==> src/rtl/mem_lsu.sv <==
// mem_lsu: memory stage load/store unit with a valid/ready pipeline handshake
// and an addr_ok/data_ok data-SRAM request interface.
// Optional feature: define MEM_ALE_EN to add mem_to_wb_ale and to skip the
// SRAM access for misaligned loads/stores (flagged instead of issued).
// NB is derived from DW and must not be overridden.
module mem_lsu #(
  parameter int DW = 32,
  parameter int NB = DW / 8
) (
  input  logic          clk,
  input  logic          rst,
  input  logic          ex_to_mem_valid,
  output logic          o_mem_ready,
  output logic          mem_to_wb_valid,
  input  logic          i_wb_ready,
  input  logic          in_ld,
  input  logic          in_st,
  input  logic [1:0]    in_size,
  input  logic          in_unsigned,
  input  logic [DW-1:0] in_alu_res,
  input  logic [DW-1:0] in_st_data,
  input  logic [4:0]    in_rf_waddr,
  input  logic          in_rf_we,
  input  logic [31:0]   in_pc,
  input  logic [31:0]   in_inst,
  output logic          req,
  output logic          req_wr,
  output logic [NB-1:0] req_wstrb,
  output logic [DW-1:0] req_addr,
  output logic [DW-1:0] req_wdata,
  input  logic          addr_ok,
  input  logic          data_ok,
  input  logic [DW-1:0] rdata,
  output logic [DW-1:0] mem_to_wb_rf_wdata,
  output logic [4:0]    mem_to_wb_rf_waddr,
  output logic          mem_to_wb_rf_we,
  output logic [31:0]   mem_to_wb_pc,
  output logic [31:0]   mem_to_wb_inst,
  output logic          mem_to_wb_mem_re,
`ifdef MEM_ALE_EN
  output logic          mem_to_wb_ale,
`endif
  output logic          mem_busy
);

  localparam int LW = $clog2(NB);

  typedef enum logic [1:0] {S_IDLE, S_REQ, S_WAIT, S_HOLD} state_e;

  state_e state_q, state_d;

  logic          ld_q, st_q, unsigned_q, rf_we_q;
  logic [1:0]    size_q;
  logic [DW-1:0] alu_res_q, st_data_q, result_q;
  logic [4:0]    rf_waddr_q;
  logic [31:0]   pc_q, inst_q;

  logic          accept, in_mem_op, skip_mem;
  logic [LW-1:0] lane;
  logic [1:0]    sz;
  logic [DW-1:0] shifted, ld_data;
  logic [NB-1:0] strb_base;

  // A dword access has no meaning on a 32-bit datapath; it behaves as a word.
  function automatic logic [1:0] eff_size(input logic [1:0] s);
    if (DW == 32 && s == 2'd3) return 2'd2;
    return s;
  endfunction

  assign accept    = ex_to_mem_valid & o_mem_ready;
  assign in_mem_op = in_ld | in_st;
  assign lane      = alu_res_q[LW-1:0];
  assign sz        = eff_size(size_q);

`ifdef MEM_ALE_EN
  logic ale_q;
  logic in_misalign;

  // Alignment check of the incoming address against its access size.
  always_comb begin
    in_misalign = 1'b0;
    case (eff_size(in_size))
      2'd1:    in_misalign = in_alu_res[0];
      2'd2:    in_misalign = |in_alu_res[1:0];
      2'd3:    in_misalign = |in_alu_res[2:0];
      default: in_misalign = 1'b0;
    endcase
  end
  assign skip_mem = in_misalign;
`else
  assign skip_mem = 1'b0;
`endif

  // State register; reset abandons any access in flight.
  always_ff @(posedge clk) begin
    if (rst) state_q <= S_IDLE;
    else     state_q <= state_d;
  end

  // Next-state logic.
  always_comb begin
    // NOTE: default assignment first so no path through this block infers a latch.
    state_d = state_q;
    case (state_q)
      S_IDLE, S_HOLD: begin
        if (accept)                              state_d = (in_mem_op && !skip_mem) ? S_REQ : S_HOLD;
        else if (state_q == S_HOLD && i_wb_ready) state_d = S_IDLE;
      end
      S_REQ:   if (addr_ok) state_d = S_WAIT;
      S_WAIT:  if (data_ok) state_d = S_HOLD;
      default: state_d = S_IDLE;
    endcase
  end

  // Operand capture on accept, load-result capture on the data response.
  always_ff @(posedge clk) begin
    // NOTE: sequential state uses non-blocking assignments only.
    if (rst) begin
      ld_q       <= 1'b0;
      st_q       <= 1'b0;
      unsigned_q <= 1'b0;
      rf_we_q    <= 1'b0;
      size_q     <= '0;
      alu_res_q  <= '0;
      st_data_q  <= '0;
      result_q   <= '0;
      rf_waddr_q <= '0;
      pc_q       <= '0;
      inst_q     <= '0;
`ifdef MEM_ALE_EN
      ale_q      <= 1'b0;
`endif
    end else if (accept) begin
      ld_q       <= in_ld;
      st_q       <= in_st;
      unsigned_q <= in_unsigned;
      rf_we_q    <= in_rf_we;
      size_q     <= in_size;
      alu_res_q  <= in_alu_res;
      st_data_q  <= in_st_data;
      result_q   <= '0;
      rf_waddr_q <= in_rf_waddr;
      pc_q       <= in_pc;
      inst_q     <= in_inst;
`ifdef MEM_ALE_EN
      ale_q      <= in_mem_op & in_misalign;
`endif
    end else if (state_q == S_WAIT && data_ok && ld_q) begin
      result_q <= ld_data;
    end
  end

  // Load data alignment: shift the addressed lane down, then zero/sign-extend.
  always_comb begin
    shifted = rdata >> {lane, 3'b000};
    ld_data = shifted;
    case (sz)
      2'd0: begin
        ld_data      = {DW{~unsigned_q & shifted[7]}};
        ld_data[7:0] = shifted[7:0];
      end
      2'd1: begin
        ld_data       = {DW{~unsigned_q & shifted[15]}};
        ld_data[15:0] = shifted[15:0];
      end
      2'd2: begin
        ld_data       = {DW{~unsigned_q & shifted[31]}};
        ld_data[31:0] = shifted[31:0];
      end
      default: ld_data = shifted;
    endcase
  end

  // Handshake, SRAM request and writeback outputs.
  always_comb begin
    o_mem_ready     = (state_q == S_IDLE) | ((state_q == S_HOLD) & i_wb_ready);
    mem_to_wb_valid = (state_q == S_HOLD);
    req             = (state_q == S_REQ);
    mem_busy        = (state_q == S_REQ) | (state_q == S_WAIT);
    req_wr          = st_q;
    req_addr        = alu_res_q;

    case (sz)
      2'd0:    strb_base = NB'(1'b1);
      2'd1:    strb_base = NB'(2'b11);
      2'd2:    strb_base = NB'(4'hF);
      default: strb_base = '1;
    endcase
    // Lanes shifted past the top of the bus are dropped.
    req_wstrb = st_q ? (strb_base << lane) : '0;

    req_wdata = '0;
    for (int i = 0; i < NB; i++) begin
      case (sz)
        2'd0:    req_wdata[i*8 +: 8] = st_data_q[7:0];
        2'd1:    req_wdata[i*8 +: 8] = st_data_q[(i % 2)*8 +: 8];
        2'd2:    req_wdata[i*8 +: 8] = st_data_q[(i % 4)*8 +: 8];
        default: req_wdata[i*8 +: 8] = st_data_q[i*8 +: 8];
      endcase
    end

    mem_to_wb_rf_wdata = ld_q ? result_q : alu_res_q;
    mem_to_wb_rf_waddr = rf_waddr_q;
    mem_to_wb_pc       = pc_q;
    mem_to_wb_inst     = inst_q;
    mem_to_wb_mem_re   = ld_q;
`ifdef MEM_ALE_EN
    mem_to_wb_ale      = ale_q;
    mem_to_wb_rf_we    = rf_we_q & ~st_q & ~ale_q;
`else
    mem_to_wb_rf_we    = rf_we_q & ~st_q;
`endif
  end

endmodule

==> config.mk <==
export PLATFORM = sky130hd
export DESIGN_NAME = mem_lsu
export DESIGN_NICKNAME = d
export VERILOG_FILES = /design/src/rtl/mem_lsu.sv
export SDC_FILE = /design/constraint.sdc
export NUM_CORES = 1
export LEC_CHECK = 0
export CORE_MARGIN = 8
export CORE_UTILIZATION = 45
export CTS_CLUSTER_SIZE = 24
export DETAILED_ROUTE_END_ITERATION = 12
export PLACE_DENSITY_LB_ADDON = 0.12
export RECOVER_POWER = 100
export SYNTH_ARGS = -nofsm -noshare
export SYNTH_HDL_FRONTEND = slang
export SYNTH_SLANG_ARGS = --single-unit
==> constraint.sdc <==
create_clock -name clk -period 4.22 [get_ports clk]
set_clock_uncertainty 0.05 [all_clocks]
set_input_delay 0.844 -clock clk [delete_from_list [all_inputs] [get_ports clk]]
set_output_delay 0.844 -clock clk [all_outputs]
set_load 0.02 [all_outputs]
# Word-level counts from Yosys, hierarchy flattened
# Cells that the tools add are included.
# word_totals
register_bits	173
elab_cells	57
# classes
n_eq_ne	8
reduce_logical	9
n_mux	16
bitwise	10
shifts	2
# op_table
cell	count
case mux 32 bit (2 select lines)	1
2-to-1 mux 32 bit	1
right shift 32 x 5 -> 32 bit	1
2-to-1 mux 8 bit	2
case mux 8 bit (2 select lines)	1
2-to-1 mux 2 bit	7
case mux 4 bit (2 select lines)	1
equality test 2 bit, second input constant	3
case mux 2 bit (3 select lines)	1
OR reduction 2 bit	3
bitwise AND 1 bit	5
equality test 2 x 1 -> 1 bit, second input constant	2
zero test 2 bit	2
2-to-1 mux 4 bit	1
left shift 4 x 2 -> 4 bit	1
logical AND 1 bit	3
!= test 3 bit, second input constant	1
OR 1 bit	3
AND reduction 3 bit	1
!= test 2 x 1 -> 1 bit, second input constant	1
!= test 2 bit, second input constant	1
NOT 1 bit	2
2-to-1 mux 1 bit	1

# Longest topological paths before layout
# logic_depth
depth_word	7
ltp_mapped	9
ltp_nobuf	6

# Least setup slack after synthesis
# OpenSTA, ideal clock, no wires.
# synth_timing
path_type	reg2out
from	register alu_res_q[0], in the netlist req_addr[0]
to	output req_wstrb[1]
slack_ps	1526
path_buffers	3
t_required_ps	3326
path_stages_with_launch	6
t_arrival_ps	1800
path_cell_list	dfxtp_1 clkbuf_1 buf_2 buf_2 nor3_1 nor3b_1
# synth_via
elab_chain_cells	2
# synth_lines
element	line	rtl
start, declared	54	logic [DW-1:0] alu_res_q, st_data_q, result_q;
start signal, assigned	139	alu_res_q <= in_alu_res;
left shift 4 x 2 -> 4 bit	190	req_wstrb = st_q ? (strb_base << lane) : '0;
2-to-1 mux 4 bit	190	
end, declared	28	output logic [NB-1:0] req_wstrb,
# Every way passes these cells.

# Final worst setup path
# layout_timing
from	input i_wb_ready
to	register result_q[7]
# layout_via
elab_chain_cells	4
# layout_lines
element	line	rtl
start, declared	15	input logic i_wb_ready,
bitwise AND 1 bit	176	o_mem_ready = (state_q == S_IDLE) | ((state_q == S_HOLD) & i_wb_ready);
OR 1 bit	176	
bitwise AND 1 bit	70	assign accept = ex_to_mem_valid & o_mem_ready;
OR reduction 2 bit (no source line)	-	
end signal, assigned	149	result_q <= ld_data;
end, declared	54	
# Every way passes these cells.
# A chain may end at the register's enable or synchronous reset.

==> flow_metrics.tcl <==
set metrics [dict create \
    synthFlopType "dfxtp_1" \
    nets 1390 \
    grt_overflow 0 \
    dr_total_vias 7374 \
    reg2reg_slack_ps 820 \
    r2r_end "result_q[7]" \
    yosys-top-cells-count "nand2_1 (306), dfxtp_1 (173), a21oi_1 (158), mux2_2 (56), clkbuf_1 (52)" \
    viasPerCell 5.11 \
    worstPathMaxFanout 59 \
    drc_errors 0 \
    slew_violations 84 \
    worstMarginPinSlew_ps 2170 \
    critical-path-slowest-cell "nand2_1" \
    finalSetupViolations 0 \
    dr_wl_met2_um 12900 \
    crit_chain "dlygate4sd3_1, a21o_1, nand2_1, nand2b_1, a21oi_1" \
    gp_congestion 0.855 \
    stdcell_count 1442 \
    power_density_nw_per_um2 516 \
    post_cts_resized 0 \
    reg2reg_from "state_q[0]" \
    cp_num_buf_inv 1 \
    numCtsBuffers 17 \
    async_reset_ff_share_pct 0 \
    grt_use_total_pct 24.5 \
    stdcell_area_um2 11600 \
    num_rows 47 \
    portBuffers 352 \
    wl_per_cell_um 18.2 \
    fp.dieW_um 145 \
    max_freq_mhz 270 \
    hold_viol_final 0 \
    status "complete, but fails checks" \
    switching_power_mw 2.19 \
    synth_area_leader_cell "dfxtp_1" \
    p_int_mw 3.78 \
    end_kind "flip-flop" \
    rr_worst_depth 6 \
    wl_met1_um 9570 \
    min_from "mem_to_wb_pc[10]" \
    syn-num-nets 1093 \
    slowest_delay_ps 1550 \
    syn-cell-area_um2 7470 \
    crit_cells 5 \
    synthesis.instances 912 \
    placed_area_um2 11000 \
    dr_wl_met3_um 3040 \
    yosysMostFrequentCell "nand2_1" \
    slew_headroom_pct -45.2 \
    dp.cells 1410 \
    area_growth_pct 55.0 \
    clk_latency_ps 420 \
    cts_tree "done" \
    die-height_um 145 \
    maxCapViolCount 2 \
    synth_top_area_share_pct 46.4 \
    ys_warn_count 0 \
    ys_ff_latch 173 \
    pwr-share-clk_pct 26.4 \
    highest_layer "met5" \
    grt_pass1_wl_um 39600 \
    path_class "input port to flip-flop" \
    antenna_left 0 \
    htreeDepth 4 \
    cp.required_ps 4510 \
    postCtsSetupBuffers 0 \
    cp-start-kind "input port" \
    antenna_found_initial 3 \
    layout_min_cycle_time_ps 3700 \
    path_clk_slew_ps 70 \
    startpoint "i_wb_ready" \
    cp-endpoint "result_q[7]" \
    synth_edf_count 0 \
    hold_buffers 0 \
    crit_family "simple AND/OR/NAND/NOR gates" \
    rsz0062_at_grt "false" \
    io_pins 353 \
    cts-root-buf "clkbuf_16" \
    pwr-share-comb_pct 39.5 \
    layout-drive-gt1-share_pct 8.68 \
    synth_area_leaders "dfxtp_1 (46%), nand2_1 (15%), a21oi_1 (11%), mux2_2 (8.4%), mux2i_1 (3.1%)" \
    drt_iter0_drc 510 \
    hold_path_class "flip-flop to flip-flop" \
    tns_ps 0 \
    initial_core_util_pct 45.5 \
    wl_um 26300 \
    grt_pass1_vias 7203 \
    vdd_drop_max_uv 349 \
    die-area_um2 21000 \
    hpwl_um 19300 \
    ys_types 35 \
    cts.sinks 173 \
    drtPass1Iterations 5 \
    core_um2 16400 \
    avgSynthCellArea_um2 8.19 \
    cp.arrival_ps 3990 \
    cts_buffer_depth 2 \
    grt_max_degree 102 \
    violations "max-capacitance violations, max-slew violations" \
    swShare_pct 36.7 \
    p_seq_share_pct 34.1 \
    synth-seq-area-share_pct 46.4 \
    fin_crit_sh_pct 87.8 \
    p_leak_nw 4.70 \
]
==> flip-flops by register name (all words and copies together), names as in the netlist <==
register            cells
mem_to_wb_inst         32
mem_to_wb_pc           32
req_addr               32
result_q               32
st_data_q              32
mem_to_wb_rf_waddr      5
size_q                  2
state_q                 2
mem_to_wb_mem_re        1
req_wr                  1
rf_we_q                 1
unsigned_q              1
==> how the worst min path moves through the flow <==
stage,cells after the start,to,slack [ps]
after global placement,2,rf_we_q,390
after detailed placement,2,mem_to_wb_pc[10],400
after CTS,2,mem_to_wb_inst[18],400
final,2,mem_to_wb_pc[10],400
after floorplan,2,rf_we_q,380
after global routing,2,mem_to_wb_pc[3],420
==> layout make-up <==
cell class | instances | area (um^2)
antenna | 1 | 2.50
clock buffer | 23 | 488
multi-input combinational | 651 | 3610
inverter | 4 | 15.0
timing repair buffer | 362 | 3620
fill | 1357 | 4830
sequential | 173 | 3460
clock inverter | 8 | 109
tap | 220 | 275
==> routing by layer <==
layer  vias up  GRT usage, %
met2       292          42.1
met5         -             0
met3        46          10.9
li1       3658             -
met1      3374          25.4
met4         4          10.4
==> cells in the final DEF (no fill, tap or decap), drive strengths merged, types with 4 or more instances in the layout <==
master and n:
clkbuf 25, dfxtp 173, mux2i 23, o211ai 7
inv 4, o2bb2ai 7, and2 9, buf 9
ha 4, a21oi 158, nand2 306, mux2 56
clkdlybuf4s50 179, o221a 16, nor2 15, dlygate4sd3 172
o21ai 24, nand2b 4
==> worst min-delay path, cell delays in order, from the launching register on <==
cell     delay (ps)
dfxtp_1         310
nand2_1          50
a21oi_1          50
==> through the flow <==
step           util, %  hold slack (ps)  worst slack, ps  power [mW]
6_report          70.6              400              515        5.97
5_1_grt           70.6              416              375        6.32
4_1_cts           70.7              404              752        6.15
3_5_place_dp      67.0              396             1130        4.57
3_3_place_gp      67.0              388             1150        4.54
2_1_floorplan        -              382             1530        3.51
==> cells by family (layout without fill, tap and decap cells) <==
family / after synthesis / in the layout / share of synthesized area (%)
AOI/OAI and AO/OA: 223 / 223 / 17.6
adders and majority gates: 4 / 4 / 0.670
buffers and inverters: 88 / 397 / 5.33
DFF: 173 / 173 / 46.4
muxes: 81 / 81 / 12.1
other: 0 / 1 / 0
and+or+nand+nor: 343 / 343 / 17.9
==> power groups by stage <==
stage / clock [mW] / combinational, mW / sequential, mW
2_1_floorplan: 0 / 1.29 / 2.22
3_3_place_gp: 0 / 2.47 / 2.07
3_5_place_dp: 0 / 2.49 / 2.08
4_1_cts: 1.61 / 2.50 / 2.04
5_1_grt: 1.68 / 2.57 / 2.07
6_report: 1.58 / 2.36 / 2.03
(Power assumes the default switching activity.)
